===== src/rtl/alu_unit.sv =====
// Execution-stage ALU: single-cycle logic/arithmetic ops plus a W-step shift-add multiplier.
// Results and {Z,C,N,V} flags are registered and update only on the edge that raises done.
module alu_unit #(
    parameter int DATA_BUS_WIDTH = 8
) (
    input  logic                      clock,
    input  logic                      reset,
    input  logic                      start,
    input  logic [3:0]                op,
    input  logic [DATA_BUS_WIDTH-1:0] operand_a,
    input  logic [DATA_BUS_WIDTH-1:0] operand_b,
    output logic [DATA_BUS_WIDTH-1:0] result,
    output logic [DATA_BUS_WIDTH-1:0] result_hi,
    output logic [3:0]                flags,
    output logic                      busy,
    output logic                      done
);

    // state   | meaning
    // S_IDLE  | waiting for start; single-cycle ops complete here
    // S_MUL   | shift-add multiply in progress, one step per cycle

    localparam int W  = DATA_BUS_WIDTH;
    localparam int CW = $clog2(W);
    localparam logic [CW-1:0] LAST_STEP = CW'(W - 1);

    localparam logic [3:0] OP_ADD = 4'd0;
    localparam logic [3:0] OP_SUB = 4'd1;
    localparam logic [3:0] OP_ADC = 4'd2;
    localparam logic [3:0] OP_SBC = 4'd3;
    localparam logic [3:0] OP_AND = 4'd4;
    localparam logic [3:0] OP_OR  = 4'd5;
    localparam logic [3:0] OP_XOR = 4'd6;
    localparam logic [3:0] OP_NOT = 4'd7;
    localparam logic [3:0] OP_SHL = 4'd8;
    localparam logic [3:0] OP_SHR = 4'd9;
    localparam logic [3:0] OP_INC = 4'd10;
    localparam logic [3:0] OP_DEC = 4'd11;
    localparam logic [3:0] OP_CMP = 4'd12;
    localparam logic [3:0] OP_MUL = 4'd13;

    typedef enum logic {
        S_IDLE,
        S_MUL
    } state_e;

    state_e          state_q;
    logic [W-1:0]    result_q;
    logic [W-1:0]    result_hi_q;
    logic [3:0]      flags_q;
    logic            busy_q;
    logic            done_q;
    logic [2*W-1:0]  mcand_q;
    logic [W-1:0]    mplier_q;
    logic [2*W-1:0]  acc_q;
    logic [CW-1:0]   cnt_q;

    logic [2*W-1:0]  acc_d;
    logic [W:0]      arith;
    logic [W-1:0]    rhs;
    logic            cin;
    logic [W-1:0]    res_d;
    logic            c_d;
    logic            v_d;
    logic            wr_res;
    logic            wr_flg;

    assign acc_d = acc_q + (mplier_q[0] ? mcand_q : '0);

    always_comb begin
        arith  = '0;
        rhs    = operand_b;
        cin    = 1'b0;
        res_d  = '0;
        c_d    = 1'b0;
        v_d    = 1'b0;
        wr_res = 1'b1;
        wr_flg = 1'b1;
        case (op)
            OP_ADD, OP_ADC, OP_INC: begin
                if (op == OP_INC) rhs = {{(W-1){1'b0}}, 1'b1};
                if (op == OP_ADC) cin = flags_q[2];
                arith = {1'b0, operand_a} + {1'b0, rhs} + {{W{1'b0}}, cin};
                res_d = arith[W-1:0];
                c_d   = arith[W];
                v_d   = (operand_a[W-1] == rhs[W-1]) && (arith[W-1] != operand_a[W-1]);
            end
            OP_SUB, OP_SBC, OP_DEC, OP_CMP: begin
                if (op == OP_DEC) rhs = {{(W-1){1'b0}}, 1'b1};
                if (op == OP_SBC) cin = flags_q[2];
                // bit W of the (W+1)-bit difference is the unsigned borrow
                arith  = {1'b0, operand_a} - {1'b0, rhs} - {{W{1'b0}}, cin};
                res_d  = arith[W-1:0];
                c_d    = arith[W];
                v_d    = (operand_a[W-1] != rhs[W-1]) && (arith[W-1] != operand_a[W-1]);
                wr_res = (op != OP_CMP);
            end
            OP_AND: res_d = operand_a & operand_b;
            OP_OR:  res_d = operand_a | operand_b;
            OP_XOR: res_d = operand_a ^ operand_b;
            OP_NOT: res_d = ~operand_a;
            OP_SHL: begin
                res_d = {operand_a[W-2:0], 1'b0};
                c_d   = operand_a[W-1];
            end
            OP_SHR: begin
                res_d = {1'b0, operand_a[W-1:1]};
                c_d   = operand_a[0];
            end
            default: begin
                wr_res = 1'b0;
                wr_flg = 1'b0;
            end
        endcase
    end

    always_ff @(posedge clock or negedge reset) begin
        if (!reset) begin
            state_q     <= S_IDLE;
            result_q    <= '0;
            result_hi_q <= '0;
            flags_q     <= '0;
            busy_q      <= 1'b0;
            done_q      <= 1'b0;
            mcand_q     <= '0;
            mplier_q    <= '0;
            acc_q       <= '0;
            cnt_q       <= '0;
        end else begin
            done_q <= 1'b0;
            case (state_q)
                S_IDLE: begin
                    if (start) begin
                        if (op == OP_MUL) begin
                            mcand_q  <= {{W{1'b0}}, operand_a};
                            mplier_q <= operand_b;
                            acc_q    <= '0;
                            cnt_q    <= '0;
                            busy_q   <= 1'b1;
                            state_q  <= S_MUL;
                        end else begin
                            done_q <= 1'b1;
                            if (wr_res) begin
                                result_q    <= res_d;
                                result_hi_q <= '0;
                            end
                            if (wr_flg) flags_q <= {res_d == '0, c_d, res_d[W-1], v_d};
                        end
                    end
                end
                S_MUL: begin
                    mcand_q  <= mcand_q << 1;
                    mplier_q <= mplier_q >> 1;
                    acc_q    <= acc_d;
                    cnt_q    <= cnt_q + 1'b1;
                    if (cnt_q == LAST_STEP) begin
                        result_q    <= acc_d[W-1:0];
                        result_hi_q <= acc_d[2*W-1:W];
                        flags_q     <= {acc_d[W-1:0] == '0, acc_d[2*W-1:W] != '0, acc_d[W-1], 1'b0};
                        busy_q      <= 1'b0;
                        done_q      <= 1'b1;
                        state_q     <= S_IDLE;
                    end
                end
                default: state_q <= S_IDLE;
            endcase
        end
    end

    assign result    = result_q;
    assign result_hi = result_hi_q;
    assign flags     = flags_q;
    assign busy      = busy_q;
    assign done      = done_q;

endmodule


===== config.mk =====
export PLATFORM = sky130hd
export DESIGN_NAME = alu_unit
export DESIGN_NICKNAME = d
export VERILOG_FILES = /design/src/rtl/alu_unit.sv
export SDC_FILE = /design/constraint.sdc
export NUM_CORES = 1
export LEC_CHECK = 0
export CAP_MARGIN = 20
export CORE_MARGIN = 4
export CORE_UTILIZATION = 40
export CTS_CLUSTER_SIZE = 40
export DETAILED_ROUTE_END_ITERATION = 10
export HOLD_SLACK_MARGIN = 0.15
export RECOVER_POWER = 50
export SETUP_SLACK_MARGIN = 0.4
export SYNTH_ARGS = -nofsm -noshare
export SYNTH_HDL_FRONTEND = slang
export SYNTH_SLANG_ARGS = --single-unit

===== constraint.sdc =====
create_clock -name clock -period 5.86 [get_ports clock]
set_input_delay 1.465 -clock clock [delete_from_list [all_inputs] [get_ports clock]]
set_output_delay 1.465 -clock clock [all_outputs]
set_load 0.02 [all_outputs]

==> impl_metrics.toml <==
[layout]
drive_above_1_share_pct = 5.15
antenna_cells = 0
layoutNonFillerInstCount = 851
final_nets = 756
finalInstanceArea_mm2 = 0.00617
syn_to_final_growth_pct = 16.8
final_core_util_pct = 48.3

[pwr]
total_power_mw = 2.20
power.density_mw_per_mm2 = 356
ir_drop_mv = 0.155
p_leak_nw = 2.85

[drt]
wl_per_cell_um = 16.6
dr.pass1.iters = 5
via_count = 4743
first_iter_violations = 295
ant_nets = 0
vias_per_cell = 5.57
finalWirelength_um = 14200
drc = 0

[floorplan]
start_util_pct = 41.4
boundaryPins = 45
rows = 41
die_h_um = 123
core_mm2 = 0.0128
dieArea_mm2 = 0.0151
die_w_um = 123

[sta]
slew_headroom_pct = -101
final_hold_viol_count = 0
period_needed_ns = 5.31
fin_crit_sh_pct = 90.5
worstMarginPinSlew_ns = 3.01
finalSetupTns_ns = 0
rsz0062_at_grt = "no"
maxSlewViolCount = 57
fmax_mhz = 188
finClkSkew_ns = 0.00875
setup_viol = 0

[yosys]
yosysWarnings = 0
syn_area_mm2 = 0.00528
ys_ff_latch = 66
synth_area_per_cell_um2 = 8.26
ys_types = 57
synth_edf_count = 0
async_reset_ff_share_pct = 100
syn_nets = 722
synth_ff_type = "dfrtp_1"
ys_seq_area_share_pct = 31.3
syn_inst = 640

[worst_setup_path]
rr_startpoint = "mplier_q[0]"
critical_path_required_ns = 6.08
path_class = "in -> reg"
r2r-end = "flags[2]"
end_kind = "flip-flop"
crit_buf_inv = 2
cp_slowest_cell = "clkbuf_1"
cp.arrival_ns = 5.52
cp-startpoint = "op[0]"
path_cells = "clkdlybuf4s50_1, clkbuf_1, nor2_1, fa_1, a211oi_1, nor2_1, o21ai_0, a21boi_0, xor2_1, a221o_1, mux2_2, mux2_2"
reg2reg_slack_ns = 2.34
ff2ff_path_depth = 11
crit_path_max_fanout = 29
cpPeakStageDelay_ns = 0.93
cp_top_family = "buffers and inverters"
crit_path_start_kind = "input port"

[global_route]
antenna_found_initial = 0
grt_usage_pct = 19.9
grt_pass1_vias = 4564
grt_overflow_total = 0
grt_first_pass_wirelength_um = 23600
grt_max_degree = 85

[cts]
cts_setup_buffers = 0
clockBufferDepth = 2
cts_tree = "done"
cts_resized = 0
htree_num_levels = 3
numCtsBuffers = 9
clkSinkCount = 66
postCtsHoldBufs = 0
clk_pin_slew_worst_paths_ns = 0.05
cts-root-buf = "clkbuf_16"
insertion_delay_ns = 0.34

[placed_design]
place_area_mm2 = 0.00585
placed_cells_incl_taps = 835
routabilityCongestion = 0.969
portBuffers = 44
dp_hpwl_um = 10800

[min_path]
min_to = "result[1]"
min_from = "result[1]"
hp-class = "reg -> reg"
whs_path_depth = 2

[status]
status = "complete, but fails checks"
violations = "max-capacitance violations, max-slew violations"

[flow_run]
maxCapViolations = 1
[Yosys cell counts, drive strengths merged, types with 12 or more instances]
cell type | instances | area share (%)
nand2 | 90 | 6.4
o21ai | 69 | 6.6
dfrtp | 66 | 31
ha | 54 | 13
nor2 | 49 | 3.5
a21oi | 41 | 4.0
inv | 41 | 2.9
clkbuf | 26 | 2.6
and2 | 19 | 2.2
xnor2 | 17 | 2.8
nor3 | 14 | 1.4
mux2i | 13 | 2.5
a31oi | 12 | 1.4
[how the worst max path moves through the flow]
stage / end / slack, ns / cells past startpoint
floorplan: flags[1] / 0.91 / 16
global placement: flags[1] / 0.74 / 15
detailed placement: flags[1] / 0.63 / 15
CTS: flags[1] / 0.97 / 15
global route: result[7] / 0.34 / 12
finish: flags[1] / 0.55 / 12
[sequential cells by signal (all words and copies together), names as in the netlist, 3 cells and up]
signal,flops
mcand_q,16
flags,4
result,8
cnt_q,3
mplier_q,8
result_hi,8
acc_q,16
[per-stage QoR]
step | hold WS, ns | setup slack, ns
floorplan | 0.453 | 0.914
global placement | 0.464 | 0.745
detailed placement | 0.471 | 0.632
CTS | 0.487 | 0.973
global route | 0.490 | 0.339
finish | 0.472 | 0.555
[worst reg2reg max path: stages (launching register included)]
cell and delay [ns]:
dfrtp_1 0.55, and2_1 0.23, ha_1 0.22, fa_1 0.41, a211oi_1 0.30, o21ai_1 0.18, a21boi_2 0.20, o21ba_2 0.15
xnor2_1 0.14, or4b_1 0.55, o31ai_1 0.32, a31oi_1 0.12
[layout by cell type, fill, tap and decap left out, types with 4 or more instances in the layout]
master and n:
a211oi_1 9, a21o_1 8, a21oi_1 40, a22o_1 8
a31oi_1 12, a32oi_1 7, and2_1 19, buf_4 7
clkbuf_1 4, clkbuf_16 9, clkdlybuf4s50_1 33, dfrtp_1 65
dlygate4sd3_1 10, fa_1 5, ha_1 54, inv_1 40
mux2i_1 13, nand2_1 90, nand2b_1 5, nand3_1 10
nand3b_1 4, nor2_1 49, nor2b_1 9, nor3_1 13
o211ai_1 4, o21a_1 4, o21ai_0 66, o22ai_1 9
xnor2_1 17, xor2_1 10
[report_power, final]
| part | internal (mW) | switching, mW | total (mW) |
|---|---|---|---|
| Combinational | 0.350 | 0.554 | 0.903 |
| Clock | 0.395 | 0.192 | 0.587 |
| Sequential | 0.606 | 0.102 | 0.708 |
| Total | 1.35 | 0.848 | 2.20 |
[cell families (layout without fill, tap and decap cells)]
kind of cell,count (synthesis),after routing,share of synthesized area (%)
xor+xnor,27,27,4.48
flops,66,66,31.3
compound gates,192,192,22.5
simple gates,209,209,18.1
buf+inv,71,110,5.82
mux,16,16,3.10
fa+ha+maj,59,59,14.7
[per-layer routing]
| layer | vias to the layer above | share of wire (%) | GRT usage (%) |
|---|---|---|---|
| li1 | 2329 | - | - |
| met1 | 2256 | 48 | 28.2 |
| met2 | 143 | 44 | 30.1 |
| met3 | 15 | 6.1 | 3.89 |
| met4 | 0 | 1.8 | 7.35 |
| met5 | - | 0 | 0 |
[final cells by class]
| type | count | area (µm²) |
|---|---|---|
| multi-input combinational | 503 | 3320 |
| clock inverter | 4 | 73.8 |
| clock buffer | 12 | 256 |
| tap | 172 | 215 |
| sequential | 66 | 1650 |
| inverter | 41 | 154 |
| timing repair buffer | 53 | 494 |
| fill | 1233 | 6600 |
Power figures use the tool's default switching activity.
